==> src/rtl/pwm_fader_multi_if.sv <==
// ============================================================================
// Module  : pwm_fader_multi_if
// Brief   : Configuration write channel for the multi-channel PWM fader.
// Revision: 1.0 - initial release
// ============================================================================
`default_nettype none

interface pwm_fader_multi_if #(
    parameter int CHANNELS = 4,
    parameter int WIDTH    = 8
);
    localparam int c_CHAN_W = (CHANNELS > 1) ? $clog2(CHANNELS) : 1;

    logic                wr_valid;
    logic [c_CHAN_W-1:0] wr_chan;
    logic [1:0]          wr_mode;
    logic [WIDTH-1:0]    wr_duty;
    logic                wr_ready;

    modport master (
        output wr_valid, wr_chan, wr_mode, wr_duty,
        input  wr_ready
    );

    modport slave (
        input  wr_valid, wr_chan, wr_mode, wr_duty,
        output wr_ready
    );
endinterface

`default_nettype wire

==> src/rtl/pwm_fader_multi.sv <==
// ============================================================================
// Module  : pwm_fader_multi
// Brief   : Multi-channel PWM LED driver with OFF / STATIC / BREATHE / RAMP
//           modes, shared PWM counter and fade prescaler, optional phase
//           staggering of channel edges.
// Revision: 1.0 - initial release
// ============================================================================
`default_nettype none

module pwm_fader_multi #(
    parameter int CHANNELS      = 4,
    parameter int WIDTH         = 8,
    parameter int FADE_DIV      = 400,
    parameter int PHASE_STAGGER = 1
) (
    input  wire                  i_Clk,
    input  wire                  i_Rst_L,
    pwm_fader_multi_if.slave     wr,
    output logic [CHANNELS-1:0]  o_LED,
    output logic                 o_Period_Start,
    output logic                 o_Fade_Tick
);
    localparam int c_CHAN_W     = (CHANNELS > 1) ? $clog2(CHANNELS) : 1;
    localparam int c_PRE_W      = (FADE_DIV > 1) ? $clog2(FADE_DIV) : 1;
    localparam int c_PHASE_STEP = (1 << WIDTH) / CHANNELS;

    localparam logic [1:0] c_MODE_OFF     = 2'd0;
    localparam logic [1:0] c_MODE_STATIC  = 2'd1;
    localparam logic [1:0] c_MODE_BREATHE = 2'd2;
    localparam logic [1:0] c_MODE_RAMP    = 2'd3;

    logic [WIDTH-1:0]    r_cnt_q,   w_cnt_d;
    logic [c_PRE_W-1:0]  r_presc_q, w_presc_d;
    logic [1:0]          r_mode_q [CHANNELS];
    logic [1:0]          w_mode_d [CHANNELS];
    logic [WIDTH-1:0]    r_tgt_q  [CHANNELS];
    logic [WIDTH-1:0]    w_tgt_d  [CHANNELS];
    logic [WIDTH-1:0]    r_duty_q [CHANNELS];
    logic [WIDTH-1:0]    w_duty_d [CHANNELS];
    logic [WIDTH-1:0]    w_pc     [CHANNELS];
    logic [CHANNELS-1:0] r_dir_q,   w_dir_d;
    logic [CHANNELS-1:0] r_led_q,   w_led_d;
    logic                r_ready_q;
    logic                r_ps_q;
    logic                r_ft_q;

    logic                w_boundary;
    logic                w_fade_step;
    logic                w_wr_accept;
    logic                w_chan_ok;

    // Shared PWM counter and fade prescaler; the prescaler only moves on period boundaries.
    always_comb begin
        w_boundary  = (r_cnt_q == '1);
        w_fade_step = w_boundary && (r_presc_q == c_PRE_W'(FADE_DIV - 1));
        w_cnt_d     = r_cnt_q + WIDTH'(1);
        w_presc_d   = r_presc_q;
        if (w_boundary) begin
            w_presc_d = w_fade_step ? '0 : r_presc_q + c_PRE_W'(1);
        end
        w_wr_accept = wr.wr_valid && r_ready_q;
        w_chan_ok   = (32'(wr.wr_chan) < CHANNELS);
    end

    // Per-channel duty update at the boundary (using pre-write mode/tgt), then write capture.
    always_comb begin
        for (int k = 0; k < CHANNELS; k++) begin
            w_mode_d[k] = r_mode_q[k];
            w_tgt_d[k]  = r_tgt_q[k];
            w_duty_d[k] = r_duty_q[k];
            w_dir_d[k]  = r_dir_q[k];

            if (w_boundary) begin
                case (r_mode_q[k])
                    c_MODE_OFF:    w_duty_d[k] = '0;
                    c_MODE_STATIC: w_duty_d[k] = r_tgt_q[k];
                    c_MODE_BREATHE: begin
                        if (w_fade_step) begin
                            if (!r_dir_q[k]) begin
                                if (r_duty_q[k] >= r_tgt_q[k]) begin
                                    // Peak reached: turn around, saturating at zero.
                                    w_duty_d[k] = (r_tgt_q[k] == '0) ? '0 : r_tgt_q[k] - WIDTH'(1);
                                    w_dir_d[k]  = 1'b1;
                                end else begin
                                    w_duty_d[k] = r_duty_q[k] + WIDTH'(1);
                                end
                            end else begin
                                if (r_duty_q[k] == '0) begin
                                    // Valley reached; a zero peak pins the channel dark.
                                    if (r_tgt_q[k] != '0) begin
                                        w_duty_d[k] = WIDTH'(1);
                                        w_dir_d[k]  = 1'b0;
                                    end
                                end else begin
                                    w_duty_d[k] = r_duty_q[k] - WIDTH'(1);
                                end
                            end
                        end
                    end
                    c_MODE_RAMP: begin
                        if (w_fade_step) begin
                            if (r_duty_q[k] < r_tgt_q[k]) begin
                                w_duty_d[k] = r_duty_q[k] + WIDTH'(1);
                            end else if (r_duty_q[k] > r_tgt_q[k]) begin
                                w_duty_d[k] = r_duty_q[k] - WIDTH'(1);
                            end
                        end
                    end
                    default: w_duty_d[k] = r_duty_q[k];
                endcase
            end

            if (w_wr_accept && w_chan_ok && (wr.wr_chan == c_CHAN_W'(k))) begin
                w_mode_d[k] = wr.wr_mode;
                w_tgt_d[k]  = wr.wr_duty;
                if (wr.wr_mode != r_mode_q[k]) begin
                    w_dir_d[k] = 1'b0;
                end
            end
        end
    end

    // PWM compare per channel against its (optionally phase-shifted) counter.
    always_comb begin
        for (int k = 0; k < CHANNELS; k++) begin
            w_pc[k]    = (PHASE_STAGGER != 0) ? r_cnt_q + WIDTH'(k * c_PHASE_STEP) : r_cnt_q;
            w_led_d[k] = (w_pc[k] < r_duty_q[k]);
        end
    end

    // State and output registers; reset clears everything immediately.
    always_ff @(posedge i_Clk or negedge i_Rst_L) begin
        if (!i_Rst_L) begin
            r_cnt_q   <= '0;
            r_presc_q <= '0;
            r_dir_q   <= '0;
            r_led_q   <= '0;
            r_ready_q <= 1'b0;
            r_ps_q    <= 1'b0;
            r_ft_q    <= 1'b0;
            for (int k = 0; k < CHANNELS; k++) begin
                r_mode_q[k] <= c_MODE_OFF;
                r_tgt_q[k]  <= '0;
                r_duty_q[k] <= '0;
            end
        end else begin
            r_cnt_q   <= w_cnt_d;
            r_presc_q <= w_presc_d;
            r_dir_q   <= w_dir_d;
            r_led_q   <= w_led_d;
            r_ready_q <= 1'b1;
            r_ps_q    <= w_boundary;
            r_ft_q    <= w_fade_step;
            for (int k = 0; k < CHANNELS; k++) begin
                r_mode_q[k] <= w_mode_d[k];
                r_tgt_q[k]  <= w_tgt_d[k];
                r_duty_q[k] <= w_duty_d[k];
            end
        end
    end

    assign wr.wr_ready     = r_ready_q;
    assign o_LED           = r_led_q;
    assign o_Period_Start  = r_ps_q;
    assign o_Fade_Tick     = r_ft_q;

endmodule

`default_nettype wire
==> src/flat_wrapper.sv <==
// flat-port wrapper written by rule: the top's interface ports become plain ports
module pwm_fader_multi_flat 
#(
    parameter int CHANNELS      = 4,
    parameter int WIDTH         = 8,
    parameter int FADE_DIV      = 400,
    parameter int PHASE_STAGGER = 1
)
  (i_Clk, i_Rst_L, o_LED, o_Period_Start, o_Fade_Tick, wr_wr_valid, wr_wr_chan, wr_wr_mode, wr_wr_duty, wr_wr_ready);
  pwm_fader_multi_if #(.CHANNELS(CHANNELS), .WIDTH(WIDTH)) wr_i ();
  input  wire i_Clk;
  input  wire i_Rst_L;
  output logic [CHANNELS-1:0] o_LED;
  output logic o_Period_Start;
  output logic o_Fade_Tick;
  input wire logic [$bits(wr_i.wr_valid)-1:0] wr_wr_valid;
  input wire logic [$bits(wr_i.wr_chan)-1:0] wr_wr_chan;
  input wire logic [$bits(wr_i.wr_mode)-1:0] wr_wr_mode;
  input wire logic [$bits(wr_i.wr_duty)-1:0] wr_wr_duty;
  output wire logic [$bits(wr_i.wr_ready)-1:0] wr_wr_ready;
  assign wr_i.wr_valid = wr_wr_valid;
  assign wr_i.wr_chan = wr_wr_chan;
  assign wr_i.wr_mode = wr_wr_mode;
  assign wr_i.wr_duty = wr_wr_duty;
  assign wr_wr_ready = wr_i.wr_ready;
  pwm_fader_multi #(.CHANNELS(CHANNELS), .WIDTH(WIDTH), .FADE_DIV(FADE_DIV), .PHASE_STAGGER(PHASE_STAGGER)) u_core (.i_Clk(i_Clk), .i_Rst_L(i_Rst_L), .wr(wr_i), .o_LED(o_LED), .o_Period_Start(o_Period_Start), .o_Fade_Tick(o_Fade_Tick));
endmodule
==> config.mk <==
export PLATFORM = sky130hd
export DESIGN_NAME = pwm_fader_multi_flat
export DESIGN_NICKNAME = d
export VERILOG_FILES = /design/src/rtl/pwm_fader_multi_if.sv /design/src/rtl/pwm_fader_multi.sv /design/src/flat_wrapper.sv
export SDC_FILE = /design/constraint.sdc
export NUM_CORES = 1
export LEC_CHECK = 0
export CAP_MARGIN = 20
export CORE_UTILIZATION = 55
export CTS_CLUSTER_SIZE = 30
export DETAILED_ROUTE_END_ITERATION = 10
export PLACE_DENSITY = 0.72
export SKIP_CTS_REPAIR_TIMING = 1
export SLEW_MARGIN = 20
export SYNTH_ARGS = -nofsm -noshare
export SYNTH_HDL_FRONTEND = slang
export SYNTH_SLANG_ARGS = --single-unit
==> constraint.sdc <==
create_clock -name i_Clk -period 3.61 [get_ports i_Clk]
set_input_delay 0.5415 -clock i_Clk [delete_from_list [all_inputs] [get_ports i_Clk]]
set_output_delay 0.5415 -clock i_Clk [all_outputs]
set_load 0.02 [all_outputs]
Word-level counts from Yosys, hierarchy flattened:

Index checks and enable logic that the tools add are counted.

* add/sub/neg operators: 17
* order comparisons: 16
* equality and inequality tests: 37
* multiplexer cells: 77
* reduce and logical (&&, ||, !) cells: 27

Operator list (number)
* two-way mux 8 bit: 36
* case mux 8 bit (4 select lines): 4
* zero test 8 bit: 8
* < comparator 8 bit: 8
* subtractor 8 x 1 -> 8 bit, second input constant: 8
* adder 8 x 1 -> 8 bit, second input constant: 5
* two-way mux 1 bit: 36
* >= comparator 8 bit: 4
* > comparator 8 bit: 4
* nonzero test 8 bit: 4
* == test 2 bit, second input constant: 10
* AND reduction 5 bit: 4
* adder 8 bit, second input constant: 2
* inequality test 2 x 1 -> 1 bit, second input constant: 8
* inequality test 4 bit, second input constant: 4
* inequality test 3 x 1 -> 1 bit, second input constant: 4
* == test 2 x 1 -> 1 bit, second input constant: 5
* zero test 2 bit: 5
* adder 9 x 1 -> 9 bit, second input constant: 1
* == test 9 bit, second input constant: 1
* two-way mux 9 bit: 1
* adder 8 x 7 -> 8 bit, second input constant: 1
* == test 8 bit, second input constant: 1
* inequality test 2 bit: 4
* logical AND 1 bit: 6

* flip-flop bits (word level): 100
* bits of input ports: 15
* output and inout port bits: 7
* logic and storage cells: 193

Logic depth before layout (Yosys ltp):

* depth in word-level cells: 9
* depth in mapped cells: 11
* gate-level depth less buffers: 9

Worst setup path before layout:

Ideal clock, no wire load.

* path type: register -> register
* from: register u_core.r_duty_q[18] (netlist name)
* to: register u_core.r_duty_q[18] (netlist name)
* library setup time: 0.122 ns
* data arrival time: 2.380 ns
* data required time: 3.488 ns
* setup slack: 1.109 ns
* stages on the path, launching flop included: 9
* buffers on the path: 0
* period minus slack after synthesis: 2.501 ns
* cell sequence: dfrtp_1 -> ha_1 -> o21ai_0 -> a21oi_1 -> o31a_1 -> nor2_1 -> o21ai_0 -> or4_1 -> a32o_1

* word-level cells in the longest chain between the ends: 5
* elaborated cells on any way between the ends: 17
* classes of those cells: add/sub: 2; order compare: 3; eq/ne: 2; mux: 8; reduce/logical: 2

RTL lines
* from (decl): RTL line pwm_fader_multi.sv:38 `logic [WIDTH-1:0] r_duty_q [CHANNELS];`
* from (signal, indexed assignment): RTL line pwm_fader_multi.sv:157 `r_duty_q[k] <= w_duty_d[k];`
* subtractor 8 x 1 -> 8 bit, or another cell as far along: RTL line pwm_fader_multi.sv:95, pwm_fader_multi.sv:105
* two-way mux 8 bit, on equally long branches: RTL line pwm_fader_multi.sv:104, pwm_fader_multi.sv:80, pwm_fader_multi.sv:88
* two-way mux 8 bit, on equally long branches: RTL line pwm_fader_multi.sv:102, pwm_fader_multi.sv:79
* two-way mux 8 bit, on equally long branches: RTL line pwm_fader_multi.sv:101, pwm_fader_multi.sv:78
* case mux 8 bit (4 select lines): RTL line pwm_fader_multi.sv:74 `case (r_mode_q[k])`

Several ways; a longest one is shown, not always the timed one. The select of a mux whose other input is x is not followed.
A chain may end at the register's enable or synchronous reset.

Worst setup path in the final report:

* from: register u_core.r_cnt_q[1]
* to: register u_core.r_duty_q[18] (netlist name)

* word-level cells in the longest chain between the ends: 4
* elaborated cells on any way between the ends: 5
* classes of those cells: eq/ne: 3; reduce/logical: 2

RTL lines
* from (decl): RTL line pwm_fader_multi.sv:32 `logic [WIDTH-1:0] r_cnt_q, w_cnt_d;`
* from (signal assigned): RTL line pwm_fader_multi.sv:147 `r_cnt_q <= w_cnt_d;`
* == test 8 bit *: RTL line pwm_fader_multi.sv:54 `w_boundary = (r_cnt_q == '1);`
* logical AND 1 bit: RTL line pwm_fader_multi.sv:55 `w_fade_step = w_boundary && (r_presc_q == c_PRE_W'(FADE_DIV - 1));`
* inequality test 2 x 1 -> 1 bit (no line)
* AND reduction 5 bit (no line) *

Every way passes the cells marked *; elsewhere a longest branch is shown, timed or not.

==> impl_metrics.py <==
metrics = {
    "global_route": {
        "grt_pass1_vias": 8040,
        "global_route_wire_length_before_repair_um": 42800,
        "number_of_antenna_violations_at_the_first_check_in_global_routing": 0,
        "grt_util_all_layers": 0.330,
        "largest_net_degree_at_the_start_of_global_routing": 55,
        "grt_remaining_overflow": 0,
    },
    "synth": {
        "synthSimpleGateAreaFrac": 0.210,
        "ffs_latches_synth": 100,
        "mappedNetlistNets": 1191,
        "number_of_warnings_issued_by_yosys": 0,
        "synth-edff-count": 0,
        "post_synth.cell_area_avg_um2": 8.35,
        "synth-compound-area-share": 0.208,
        "portion_of_the_post_synthesis_area_used_by_sequential_elements": 0.274,
        "post_synth_xor_area_fraction": 0.0720,
        "syn_inst": 1093,
        "yosys.cell_types.count": 86,
        "synth_async_sr_flop_share": 1.00,
        "synth_top_family_by_area": "simple AND/OR/NAND/NOR gates",
        "mappedNetlistArea_um2": 9120,
        "synth-adder-area-share": 0.114,
        "ys.flop_type": "sky130_fd_sc_hd__dfrtp_1",
        "yosys-mux-area-fraction": 0.0679,
    },
    "floorplanning": {
        "fp.dieH_um": 131,
        "die_w_um": 131,
        "io_pins": 22,
        "core.rowCount": 46,
        "floorplan.initialDensity": 0.568,
        "total_die_area_um2": 17100,
        "coreArea_um2": 16100,
    },
    "place": {
        "place_area_um2": 9560,
        "post_placement_cell_count": 1304,
        "buffer_ports.inserted": 21,
        "final_gp_congestion": 1.06,
        "place.detailed.hpwl_um": 19800,
    },
    "power_and_ir_drop": {
        "cellInternalPower_uw": 2110,
        "power.switching_fraction": 0.382,
        "power.combinational.fraction": 0.285,
        "p_total_uw": 3400,
        "p_leak_uw": 0.00413,
        "pwr_dens_nw_per_um2": 346,
        "seqPwrFrac": 0.430,
        "clockPowerShare": 0.285,
        "power_switching_uw": 1300,
        "power.ir.vdd_worst_mv": 0.313,
    },
    "finish": {
        "post_route_cells_drive_above_1_share": 0.0906,
        "most_common_library_cell_in_the_layout_ignoring_fill_and_taps": "sky130_fd_sc_hd__dfrtp_1",
        "mostFrequentLayoutCells": "sky130_fd_sc_hd__dfrtp_1, sky130_fd_sc_hd__nand2_1, sky130_fd_sc_hd__ha_1",
        "n_antenna_cell": 0,
        "post_layout_instance_count_excluding_filler_cells": 1320,
        "design.final.nets": 1197,
        "final_area_um2": 9850,
        "area_delta_synth_final_pct": 7.91,
    },
    "sta": {
        "clock_tree_skew_after_final_layout_ns": 0.00963,
        "setup_viol": 0,
        "report.final.hold_viol_count": 0,
        "finalMaxSlewViolations": 0,
        "fin_setup_tns_ns": 0,
        "max-slew-margin-rel": 0.495,
        "period_share": 0.855,
        "worst-slew-pin-transition_ns": 0.747,
        "period_needed_ns": 3.09,
        "maxClockFrequency_mhz": 324,
        "grt_setup_unrepaired": "false",
    },
    "route": {
        "detailroute.via_count": 8665,
        "drtAntennaViolNets": 0,
        "detail_route.iter0.violations": 895,
        "viasPerCell": 6.56,
        "avgRoutedWirePerCell_um": 20.2,
        "tritonroute_pass_1_iters": 5,
        "wirelength_um": 26700,
        "drc_errors": 0,
    },
    "worst_setup_path": {
        "timing.critical_path.from_type": "flop",
        "criticalPathCategory": "flop to flop",
        "cp.arrival_ns": 3.35,
        "critical_path.endpoint_type": "flop",
        "critical_path_peak_fanout": 16,
        "required_ns": 3.87,
    },
    "clocking": {
        "clk_transition_reported_paths_ns": 0.08,
        "cts_max_level": 3,
        "root_buffer": "sky130_fd_sc_hd__clkbuf_16",
        "clk_latency_ns": 0.37,
        "cts_buffer_count": 9,
        "tritoncts": "done",
        "clock_sinks": 100,
        "clock_tree.buffer_depth": 2,
    },
    "worst_hold_path": {
        "min-delay-path-class": "input pin to async pin",
    },
    "job": {
        "drv_cap": 0,
    },
    "run_status": {
        "run_status": "finished clean",
    },
}
## cell type report
class | count | area, um2
clock buffer | 12 | 246
clock inverter | 4 | 32.5
fill | 1451 | 6210
inverter | 85 | 319
multi-input combinational | 867 | 6140
sequential | 100 | 2500
tap | 216 | 270
timing repair buffer | 36 | 333
## per-stage QoR
| stage | hold slack, ns | util | setup slack [ns] |
|---|---|---|---|
| finish | 0.214 | 0.613 | 0.523 |
| detailed placement | 0.491 | 0.595 | 0.593 |
| global route | 0.270 | 0.613 | 0.369 |
| global placement | 0.482 | 0.595 | 0.667 |
| floorplan | 0.246 | - | 1.11 |
| CTS | 0.244 | 0.613 | 0.578 |
## cells by family (layout without fill, tap and decap cells)
family	count (synthesis)	count (layout)
and+or+nand+nor	383	383
AOI/OAI and AO/OA	268	268
buffers and inverters	126	137
DFF	100	100
adders and majority gates	83	83
xor gates and xnor gates	75	75
muxes	57	57
other	1	1
## cells in the mapped netlist, types with 6 or more instances
master	count	area (um2)
sky130_fd_sc_hd__a21o_1	17	128
sky130_fd_sc_hd__nor2_1	82	308
sky130_fd_sc_hd__dfrtp_1	100	2500
sky130_fd_sc_hd__clkbuf_1	35	131
sky130_fd_sc_hd__or4_1	6	45.0
sky130_fd_sc_hd__nand2_1	91	342
sky130_fd_sc_hd__o21ai_0	54	270
sky130_fd_sc_hd__a211o_1	8	70.1
sky130_fd_sc_hd__xnor2_1	63	552
sky130_fd_sc_hd__nor3_1	54	270
sky130_fd_sc_hd__xor2_1	12	105
sky130_fd_sc_hd__a211oi_1	11	82.6
sky130_fd_sc_hd__inv_1	82	308
sky130_fd_sc_hd__mux2_2	39	439
sky130_fd_sc_hd__nor4_1	11	68.8
sky130_fd_sc_hd__ha_1	83	1040
sky130_fd_sc_hd__a31oi_1	22	138
sky130_fd_sc_hd__a21oi_1	50	250
sky130_fd_sc_hd__nand3_1	57	285
sky130_fd_sc_hd__and4_1	10	87.6
sky130_fd_sc_hd__o31ai_1	12	90.1
sky130_fd_sc_hd__nor2b_1	8	50.1
sky130_fd_sc_hd__nand2b_1	16	100
sky130_fd_sc_hd__mux2i_1	18	180
sky130_fd_sc_hd__nand4_1	12	75.1
sky130_fd_sc_hd__o211ai_1	14	105
## power groups by stage
stage / Sequential, uW / Combinational [uW] / Clock, uW
after global routing: 1480 / 1070 / 1010
after detailed placement: 1480 / 948 / 0
after floorplan: 1340 / 763 / 0
final: 1460 / 970 / 970
after global placement: 1480 / 944 / 0
after CTS: 1460 / 954 / 983
## layer usage
metal  vias up  GRT usage  part of all wire
met5         -          0                 0
met2       465      0.528              0.45
met1      4097      0.428              0.42
li1       4022          -                 -
met4         0      0.165             0.040
met3        81     0.0619             0.084
## worst paths after layout
path	start	end	slack [ns]	cells past startpoint
min reg2reg	u_core.r_presc_q[2]$_DFFE_PN0P_	u_core.r_presc_q[2]$_DFFE_PN0P_	0.50	1
min in group i_Clk	u_core.r_presc_q[2]$_DFFE_PN0P_	u_core.r_presc_q[2]$_DFFE_PN0P_	0.50	1
max in group asynchronous	i_Rst_L	u_core.r_duty_q[3]$_DFFE_PN0P_	2.66	2
max reg2reg	u_core.r_cnt_q[1]$_DFF_PN0_	u_core.r_duty_q[18]$_DFFE_PN0P_	0.52	8
max	u_core.r_cnt_q[1]$_DFF_PN0_	u_core.r_duty_q[18]$_DFFE_PN0P_	0.52	8
min	i_Rst_L	u_core.r_tgt_q[19]$_DFFE_PN0P_	0.21	1
## critical path, stage by stage (launching register included)
cell	delay [ns]
sky130_fd_sc_hd__dfrtp_1	0.46
sky130_fd_sc_hd__ha_1	0.27
sky130_fd_sc_hd__nand4_1	0.13
sky130_fd_sc_hd__or4_4	0.53
sky130_fd_sc_hd__nor3_4	0.38
sky130_fd_sc_hd__o31ai_2	0.17
sky130_fd_sc_hd__a211oi_4	0.60
sky130_fd_sc_hd__o21ai_0	0.20
sky130_fd_sc_hd__a32o_1	0.24
## registers in the layout, summed over array words and instances (netlist names)
signal and cells:
u_core.r_presc_q 9, u_core.r_mode_q 8, u_core.o_Period_Start 1, u_core.r_duty_q 32, u_core.r_cnt_q 8, u_core.wr.wr_ready 1
u_core.r_tgt_q 32, u_core.r_dir_q 4, u_core.o_Fade_Tick 1, u_core.o_LED 4
No activity file was read; power rests on OpenSTA's default activity.
